--- config.mk ---
export PLATFORM = sky130hd
export DESIGN_NAME = seq_divider_7by4
export DESIGN_NICKNAME = d
export VERILOG_FILES = /design/src/rtl/seq_divider_7by4.sv
export SDC_FILE = /design/constraint.sdc
export NUM_CORES = 1
export LEC_CHECK = 0
export BUFFER_PORTS_ARGS = -buffer_cell sky130_fd_sc_hd__buf_2
export CAP_MARGIN = 20
export CORE_UTILIZATION = 29
export CTS_BUF_LIST = sky130_fd_sc_hd__clkbuf_8
export CTS_CLUSTER_SIZE = 40
export DETAILED_ROUTE_END_ITERATION = 6
export SLEW_MARGIN = 30
export SYNTH_ARGS = -nofsm -noshare
export SYNTH_HDL_FRONTEND = slang
export SYNTH_SLANG_ARGS = --single-unit
--- constraint.sdc ---
create_clock -name clk -period 3.3 [get_ports clk]
set_clock_uncertainty 0.2 [all_clocks]
set_input_delay 0.495 -clock clk [delete_from_list [all_inputs] [get_ports clk]]
set_output_delay 0.495 -clock clk [all_outputs]
set_load 0.02 [all_outputs]
--- src/rtl/seq_divider_7by4.sv ---
// seq_divider_7by4: restoring divider, 7-bit dividend by 4-bit divisor, one shift-subtract step per clock
module seq_divider_7by4 #(
  parameter int DW = 7,
  parameter int VW = 4
) (
  input  logic          clk,
  input  logic          rst,
  input  logic          start,
  input  logic [DW-1:0] dividend,
  input  logic [VW-1:0] divisor,
  output logic          busy,
  output logic          done,
  output logic [DW-1:0] quotient,
  output logic [VW-1:0] remainder,
  output logic          div_by_zero
);
  localparam int CW = $clog2(DW);
  typedef enum logic [1:0] {IDLE, CALC, DONE} state_t;
  state_t state, state_n;
  logic [VW:0] r, r_sh, r_sub;
  logic [DW-1:0] d, d_sh;
  logic [VW-1:0] v;
  logic [CW-1:0] cnt;
  logic ge, accept, zero, last;
  always_comb begin
    r_sh = {r[VW-1:0], d[DW-1]};
    ge = r_sh >= {1'b0, v};
    r_sub = ge ? r_sh - {1'b0, v} : r_sh;
    d_sh = {d[DW-2:0], ge};
    accept = start && state != CALC;
    zero = divisor == '0;
    last = cnt == CW'(DW - 1);
    state_n = accept ? (zero ? DONE : CALC) : (state == CALC) ? (last ? DONE : CALC) : IDLE;
    busy = state == CALC;
    done = state == DONE;
  end
  always_ff @(posedge clk) begin
    if (rst) begin
      state <= IDLE;
      r <= '0;
      d <= '0;
      v <= '0;
      cnt <= '0;
      quotient <= '0;
      remainder <= '0;
      div_by_zero <= 1'b0;
    end else begin
      state <= state_n;
      if (accept && !zero) begin
        d <= dividend;
        v <= divisor;
        r <= '0;
        cnt <= '0;
      end else if (accept) begin
        quotient <= {DW{1'b1}};
        remainder <= '0;
        div_by_zero <= 1'b1;
      end else if (state == CALC) begin
        r <= r_sub;
        d <= d_sh;
        cnt <= cnt + 1'b1;
        if (last) begin
          quotient <= d_sh;
          remainder <= r_sub[VW-1:0];
          div_by_zero <= 1'b0;
        end
      end
    end
  end
endmodule

; Word level (Yosys, flattened, before mapping)
; Cells that the tools add are included.
[totals]
in_bits = 14
ff_bits = 32
[classes]
n_reduce_logical = 11
bitwise = 2
n_eq_ne = 5
addsub = 2
n_lt_le_gt_ge = 1
mux = 17
[ops]
columns = op, count
row1 = 7-bit 2-to-1 mux, 6
row2 = 4-bit 2-to-1 mux, 4
row3 = 2-bit 2-to-1 mux, 4
row4 = 2-bit nonzero test, 3
row5 = 5-bit by 4-bit >= comparator with 1-bit output, 1
row6 = 4-bit logical NOT, 1
row7 = 2-bit by 1-bit != test with 1-bit output (second input constant), 2
row8 = 2-bit AND reduction, 2
row9 = 4-bit subtractor, 1
row10 = 3-bit by 1-bit adder with 3-bit output (second input constant), 1
row11 = 3-bit == test (second input constant), 1
row12 = 1-bit 2-to-1 mux, 3
row13 = 3-bit AND reduction, 1
row14 = 2-bit by 1-bit == test with 1-bit output (second input constant), 1
row15 = 2-bit == test (second input constant), 1
row16 = 1-bit logical AND, 2
row17 = 1-bit NOT, 2
row18 = 2-bit OR reduction, 1
row19 = 1-bit logical NOT, 1

; Longest topological paths before layout
; Gate-level depths: netlist (run 1).
[depth]
depth_word = 5
ltp_mapped = 8
mapped_depth_nobuf = 7

; Worst setup path before layout (run 1)
; No wires, ideal clock.
[synth_path]
path_kind = reg-to-reg
startpoint = reg d[6]
endpoint = reg r[1]
t_arrival_ns = 1.866
setup_ns = 0.074
path_slack_ns = 1.160
path_stages_with_launch = 9
cell_sequence = dfxtp_1 -> inv_1 -> ha_1 -> nand2b_1 -> a2111oi_1 -> nor2_1 -> buf_2 -> or3_1 -> a31oi_1
[synth_via]
elab_chain_len = 2
[synth_lines]
columns = element, line
row1 = start: declaration, 21  ; logic [DW-1:0] d, d_sh;
row2 = start signal: assignment, 50  ; d <= dividend;
row3 = start signal: assignment, 60  ; d <= d_sh;
row4 = 4-bit subtractor or 5-bit by 4-bit >= comparator with 1-bit output (tied branches), "28, 27"
row5 = 4-bit 2-to-1 mux *, 28  ; r_sub = ge ? r_sh - {1'b0, v} : r_sh;
row6 = end signal: assignment, 59  ; r <= r_sub;
row7 = end: declaration, 20  ; logic [VW:0] r, r_sh, r_sub;
; Mark *: on every way between the ends. The rest lies on a longest branch, timed or not.
; A chain may end at the register's enable or synchronous reset.

; Final worst setup path (run 1)
[layout_path]
startpoint = reg state[1]
endpoint = out busy
[layout_via]
elab_chain_len = 1
[layout_lines]
columns = element, line
row1 = start: declaration, 19  ; state_t state, state_n;
row2 = start signal: assignment, 48  ; state <= state_n;
row3 = 2-bit by 1-bit == test with 1-bit output, 34  ; busy = state == CALC;
row4 = end: declaration, 11  ; output logic busy,
; No other way between the ends.

==> out/metrics.yaml, run 1 <==
seq_area_frac_synth: 0.432
num_cts_buffers: 5
setup_violations: 0
grt_max_degree: 28
slowest_delay_ns: 0.47
synth.largest_area_cell: "sky130_fd_sc_hd__dfxtp_1"
port_buffers: 27
worst-endpoint-arrival_ns: 1.67
grt.total_usage: 0.130
detail_route.drc_violations: 0
syn_area_per_cell_um2: 8.83
drt_pre_antenna_iters: 4
first_global_vias: 1106
synthesis.yosys.warnings: 0
grt_first_pass_wirelength_mm: 5.18
average_via_count_per_standard_cell: 4.60
critPathRequiredTime_ns: 2.60
gp_routability_congestion: 0.812
num_io_pins: 28
fraction_of_final_layout_cells_with_drive_strength_greater_than_1: 0.210
start_util: 0.308
detail-route-antenna-nets: 0
first_iter_violations: 61
finalSetupTns_ns: 0
coreArea_um2: 4820
stdcell_count: 262
die_height_um: 73.5
clkSlewWorstSetupHoldPaths_ns: 0.06
grt_remaining_overflow: 0
synthesis.area_um2: 1480
synthesis_stage_register_bit_count: 32
area_delta_synth_final_pct: 18.0
vias_after_detailed_routing: 1206
unrepaired_setup_endpoints_after_global_routing: "no"
finalWorstPathRequiredPeriod_ns: 2.36
die_area_um2: 5400
cts_root_buf: "sky130_fd_sc_hd__clkbuf_8"
cellLeakagePower_nw: 0.737
timing.max_cap.violations: 0
drt-total-wl_mm: 3.14
startpoint_type_of_the_worst_setup_path: "flip-flop"
dp.final_hpwl_mm: 2.27
finalCritPeriodShare: 0.716
run_status: "complete, no violations"
crit_fanout: 19
grt_antenna_before_repair: 0
finalMaxSlewViolations: 0
crit_path_top_delay_cell: "sky130_fd_sc_hd__inv_2"
power_density_nw_per_um2: 490
holdBufCountCts: 0
hold_violations: 0
ctsLongestPathBuffers: 2
vdd_drop_max_uv: 285
number_of_levels_the_h_tree_was_split_into: 2
synth_enable_flop_cells: 0
fp-row-count: 25
end_kind: "output port"
ys_async_sr_fraction: 0
cts.repair.resized: 0
final.hold.worst_slack_ns: 0.256
criticalPathCategory: "flip-flop to output port"
numClockSinks: 32
layout.filler_cells: 531
diodes: 0
cts_tree: "built"
ys_top_cells_by_area: "sky130_fd_sc_hd__dfxtp_1 (43%), sky130_fd_sc_hd__nor2_1 (6.3%), sky130_fd_sc_hd__ha_1 (5.1%)"
cp_cell_sequence: "nand2b_1 -> inv_2 -> buf_2"
cp_top_family: "buffers and inverters"
drt-wirelength-per-cell_um: 12.0
synthCells: 168
hold_path_class: "flip-flop to flip-flop"
synth.net_count: 189
die_x_um: 73.5
insertion_delay_ns: 0.28
layout.nets: 215
synth_top_cell_area_share: 0.432
worst_pin_slew_ns: 0.757
clock.fmax_mhz: 423
synthFlopType: "sky130_fd_sc_hd__dfxtp_1"
post_cts.repair.setup_buffers: 0
critical_path_buf_inv_count: 2
ys_types: 37
worst_slew_margin_relative_to_its_limit: 0.493
placed_cells_incl_taps: 254
-- cells by family after synthesis --
kind of cell / after synthesis / synth area share
AO/OA/AOI/OAI: 36 / 0.172
XOR/XNOR: 3 / 0.0177
adder cells (fa/ha/maj): 7 / 0.0641
buffers and inverters: 17 / 0.0540
flip-flops: 32 / 0.432
multiplexers: 6 / 0.0405
AND/OR/NAND/NOR: 67 / 0.219
-- flip-flops by register name, summed over array words and instances, names as in the netlist --
signal / count
cnt: 3
d: 7
div_by_zero: 1
quotient: 7
r: 4
remainder: 4
state: 2
v: 4
-- routing by layer --
metal | GRT usage | part of all wire
met1 | 0.196 | 0.54
met2 | 0.166 | 0.41
met3 | 0.0439 | 0.044
met4 | 0.0513 | 0.0092
met5 | 0 | 0
-- metrics by stage --
step / utilization / worst slack, ns / power (W) / instance area (µm²)
global placement: 0.344 / 1.03 / 0.000563 / 1660
finish: 0.363 / 0.938 / 0.000857 / 1750
detailed placement: 0.344 / 1.03 / 0.000565 / 1660
floorplan: - / 1.16 / 0.000534 / 1480
CTS: 0.363 / 0.947 / 0.000869 / 1750
global route: 0.363 / 0.798 / 0.000906 / 1750
-- cell type report --
cell class | count | area (µm²) | area share
well taps | 67 | 83.8 | 0.0479
flip-flops and latches | 32 | 641 | 0.366
inverters | 8 | 30.0 | 0.0172
clock buffers | 6 | 82.6 | 0.0472
clock inverters | 2 | 7.51 | 0.00429
multi-input cells | 119 | 762 | 0.436
repair buffers | 28 | 143 | 0.0815
-- worst paths after layout --
| kind | start | end | slack [ns] | depth (start not counted) |
|---|---|---|---|---|
| max | state[1]$_SDFF_PP0_ | busy | 0.94 | 3 |
| max reg2reg | d[6]$_SDFFE_PP0P_ | r[1]$_SDFFE_PP0P_ | 1.02 | 7 |
| min reg2reg | d[6]$_SDFFE_PP0P_ | d[6]$_SDFFE_PP0P_ | 0.26 | 2 |
| min | d[6]$_SDFFE_PP0P_ | d[6]$_SDFFE_PP0P_ | 0.26 | 2 |
-- tightest hold or removal path, delay by kind of cell (launching register included) --
| family | cells | cell delay (ns) |
|---|---|---|
| compound gates | 1 | 0.05 |
| flops | 1 | 0.31 |
| simple gates | 1 | 0.05 |
-- power breakdown --
| part | total [W] | switching [W] | leakage [nW] | internal, W |
|---|---|---|---|---|
| Sequential | 0.000417 | 0.0000131 | 0.261 | 0.000404 |
| Combinational | 0.000139 | 0.0000851 | 0.422 | 0.0000541 |
| Clock | 0.000300 | 0.000136 | 0.0538 | 0.000164 |
-- synth_stat cells, types with 2 or more instances --
cell type                  count
sky130_fd_sc_hd__nor2_1       25
sky130_fd_sc_hd__nor2b_1       3
sky130_fd_sc_hd__a32oi_1       2
sky130_fd_sc_hd__a31oi_1       2
sky130_fd_sc_hd__nor3_1        7
sky130_fd_sc_hd__ha_1          6
sky130_fd_sc_hd__clkbuf_1      6
sky130_fd_sc_hd__nand2_1      19
sky130_fd_sc_hd__o31ai_1       2
sky130_fd_sc_hd__dfxtp_1      32
sky130_fd_sc_hd__xnor2_1       2
sky130_fd_sc_hd__a21oi_1      13
sky130_fd_sc_hd__or3_1         2
sky130_fd_sc_hd__buf_6         2
sky130_fd_sc_hd__or2_1         2
sky130_fd_sc_hd__a22oi_1       6
sky130_fd_sc_hd__mux2i_1       6
sky130_fd_sc_hd__nand2b_1      3
sky130_fd_sc_hd__a211oi_1      2
sky130_fd_sc_hd__a22o_1        2
sky130_fd_sc_hd__inv_1         7
sky130_fd_sc_hd__o21ai_0       2
-- cells in the final DEF (no fill, tap or decap) --
master and n:
sky130_fd_sc_hd__a21oi_1 13, sky130_fd_sc_hd__clkbuf_8 6, sky130_fd_sc_hd__nor3_1 7, sky130_fd_sc_hd__o211ai_1 1
sky130_fd_sc_hd__o22ai_1 1, sky130_fd_sc_hd__nand2_1 19, sky130_fd_sc_hd__a32oi_1 2, sky130_fd_sc_hd__a2111oi_1 1
sky130_fd_sc_hd__ha_1 6, sky130_fd_sc_hd__mux2i_1 6, sky130_fd_sc_hd__nand2b_1 3, sky130_fd_sc_hd__or4_4 1
sky130_fd_sc_hd__a22oi_2 1, sky130_fd_sc_hd__xor2_1 1, sky130_fd_sc_hd__xnor2_1 2, sky130_fd_sc_hd__or3_1 2
sky130_fd_sc_hd__nor2b_1 3, sky130_fd_sc_hd__and3_4 1, sky130_fd_sc_hd__a31oi_1 2, sky130_fd_sc_hd__a22oi_1 6
sky130_fd_sc_hd__nand3_1 1, sky130_fd_sc_hd__nor2_8 1, sky130_fd_sc_hd__inv_1 9, sky130_fd_sc_hd__nor2_2 1
sky130_fd_sc_hd__buf_2 27, sky130_fd_sc_hd__a211oi_1 2, sky130_fd_sc_hd__buf_4 1, sky130_fd_sc_hd__o31ai_1 2
sky130_fd_sc_hd__nand4b_1 1, sky130_fd_sc_hd__inv_2 1, sky130_fd_sc_hd__or2_1 2, sky130_fd_sc_hd__o21ai_0 2
sky130_fd_sc_hd__o31ai_4 1, sky130_fd_sc_hd__fa_1 1, sky130_fd_sc_hd__dfxtp_1 32, sky130_fd_sc_hd__nor2_1 25
sky130_fd_sc_hd__a22o_1 2
Power figures use the tool's default switching activity.
==> run 2: changes to the inputs <==
Clock period 3.3 ns to 2.1 ns, I/O delays scaled along.
==> out/metrics.yaml, run 2 (synthesized netlist as in run 1, its figures left out) <==
timing.max_cap.violations: 0  # unchanged
grt.total_usage: 0.137  # +0.00678
drt-total-wl_mm: 3.29  # +4.9%
layout.cells.most_common: "sky130_fd_sc_hd__dfxtp_1"
critPathRequiredTime_ns: 2.12  # -0.48 ns
fraction_of_final_layout_cells_with_drive_strength_greater_than_1: 0.288  # +0.0775
insertion_delay_ns: 0.29  # about the same
wl_on_met1_mm: 1.75  # +3.4%
first_global_vias: 1151  # +4.1%
detail-route-antenna-nets: 0  # unchanged
startpoint_type_of_the_worst_setup_path: "flip-flop"
pre_cts_ws_ns: -0.0750  # -1.11 ns
layout.filler_cells: 511  # -3.8%
grt_antenna_before_repair: 0  # unchanged
criticalPathCategory: "flip-flop to flip-flop"
clock.fmax_mhz: 506
final_critical_path_setup_slack_ns: 0.124  # -0.814 ns
stdcell_area_um2: 1870  # +7.1%
gp_routability_congestion: 0.883  # +8.8%
number_of_levels_the_h_tree_was_split_into: 2  # unchanged
worstHoldStart: "divisor[3]"
num_io_pins: 28  # unchanged
area_after_detailed_placement_um2: 1740  # +4.8%
cts_root_buf: "sky130_fd_sc_hd__clkbuf_8"
detail_route.drc_violations: 0  # unchanged
layout_top_registers: "d: 7 flops, quotient: 7 flops"
layout.nets: 225  # +4.7%
hold_path_depth: 3  # +1
diodes: 0  # unchanged
cellLeakagePower_nw: 0.797  # +8.2%
unrepaired_setup_endpoints_after_global_routing: "no"
grt_remaining_overflow: 0  # unchanged
routed-wl-met2_mm: 1.35  # +5.5%
die_x_um: 73.5  # unchanged
setup.reg_to_reg.worst_slack_ns: 0.12  # -0.90 ns
finalWorstPathRequiredPeriod_ns: 1.98
average_via_count_per_standard_cell: 4.60  # about the same
most_used_cells_in_the_layout_excluding_fill_and_tap_cells: "sky130_fd_sc_hd__dfxtp_1 (29), sky130_fd_sc_hd__buf_2 (27), sky130_fd_sc_hd__nor2_1 (24)"
area_delta_synth_final_pct: 26.3
holdBufCountCts: 0  # unchanged
finalMaxSlewViolations: 0  # unchanged
worst_slew_margin_relative_to_its_limit: 0.786  # +0.293
vdd_drop_max_uv: 391  # +37%
die_area_um2: 5400  # unchanged
run_status: "complete, no violations"
ctsLongestPathBuffers: 2  # unchanged
hold_violations: 0  # unchanged
end_kind: "flip-flop"
vias_after_detailed_routing: 1251  # +3.7%
coreArea_um2: 4820  # unchanged
hold-path-endpoint: "v[3]$_SDFFE_PP0P_"
drt-wirelength-per-cell_um: 12.1  # +1.0%
hold_path_class: "primary input to flip-flop"
post_cts.repair.setup_buffers: 0  # unchanged
crit-reg2reg-capture: "r[1]$_SDFFE_PP0P_"
met3_wirelength_um: 154  # +12%
drt_pre_antenna_iters: 4  # unchanged
cts_tree: "built"
setup_violations: 0  # unchanged
first_iter_violations: 82  # +34%
worst_pin_slew_ns: 0.319  # -0.439 ns
highest-signal-layer: "met4"
crit_fanout: 8  # -11
clkSlewWorstSetupHoldPaths_ns: 0.07  # about the same
port_buffers: 27  # unchanged
grt_max_degree: 18  # -36%
num_cts_buffers: 5  # unchanged
start_util: 0.308  # unchanged
die_height_um: 73.5  # unchanged
numClockSinks: 32  # unchanged
rr_worst_depth: 7  # unchanged
finalCritPeriodShare: 0.941
worst-endpoint-arrival_ns: 1.99  # +0.32 ns
power_density_nw_per_um2: 753  # +54%
dp.final_hpwl_mm: 2.45  # +8.1%
fp-row-count: 25  # unchanged
r2r_start: "d[6]$_SDFFE_PP0P_"
grt_first_pass_wirelength_mm: 5.46  # +5.6%
==> run 2: cell types whose count changed in the layout (fill, tap and decap cells not counted), sizes merged <==
cell / before / now
buf: 28 / 38
==> run 2: layout make-up <==
type                            count  area, µm²  share of cell area
Clock inverter                      2       7.51             0.00401
Multi-Input combinational cell    119        807               0.431
Tap cell                           67       83.8              0.0448
Timing Repair Buffer               38        218               0.116
Inverter                            8       30.0              0.0160
Sequential cell                    32        644               0.344
Clock buffer                        6       82.6              0.0441
==> run 2: power by group <==
group	internal [W]	switching (W)
sequential	0.000636	0.0000215
combinational	0.000123	0.000150
clock	0.000257	0.000223
==> run 2: worst max path at each step <==
| stage | startpoint | end | slack, ns | cells past startpoint |
|---|---|---|---|---|
| after floorplan | d[6]$_SDFFE_PP0P_ | r[1]$_SDFFE_PP0P_ | 0.002 | 8 |
| after global placement | d[6]$_SDFFE_PP0P_ | r[1]$_SDFFE_PP0P_ | 0.01 | 7 |
| after detailed placement | d[6]$_SDFFE_PP0P_ | r[0]$_SDFFE_PP0P_ | -0.07 | 7 |
| after CTS | d[6]$_SDFFE_PP0P_ | r[1]$_SDFFE_PP0P_ | 0.02 | 7 |
| after global routing | d[6]$_SDFFE_PP0P_ | r[1]$_SDFFE_PP0P_ | 0.01 | 7 |
| final | d[6]$_SDFFE_PP0P_ | r[1]$_SDFFE_PP0P_ | 0.12 | 7 |
==> run 2: critical path, stage by stage, from the launching register on <==
cell and delay, ns:
sky130_fd_sc_hd__dfxtp_2 0.33, sky130_fd_sc_hd__inv_2 0.05, sky130_fd_sc_hd__ha_4 0.21, sky130_fd_sc_hd__nand2b_4 0.14
sky130_fd_sc_hd__a2111oi_4 0.39, sky130_fd_sc_hd__nor2_4 0.11, sky130_fd_sc_hd__or3_1 0.36, sky130_fd_sc_hd__a31oi_1 0.12
==> run 2: per-layer routing <==
metal	up-vias	global-route usage
li1	657	-
met1	560	0.200
met2	30	0.178
met3	4	0.0576
met4	0	0.0449
met5	-	0
==> run 2: what timing repair did <==
item,CTS,global route
cloned,0,0
gates resized for setup,2,7
endpoints found under the hold margin,0,0
pin swaps,2,6
setup endpoints to repair,7,7
==> run 2: stage by stage <==
step           total power (W)  hold WS (ns)  utilization  setup TNS (ns)  cells
4_1_cts                0.00141        0.0778        0.383               0    272
2_1_floorplan         0.000845         0.227            -               0    168
3_3_place_gp          0.000921         0.242        0.361               0    264
5_1_grt                0.00149         0.100        0.389               0    272
3_5_place_dp          0.000923         0.243        0.361          -0.252    264
6_report               0.00141        0.0800        0.389               0    272
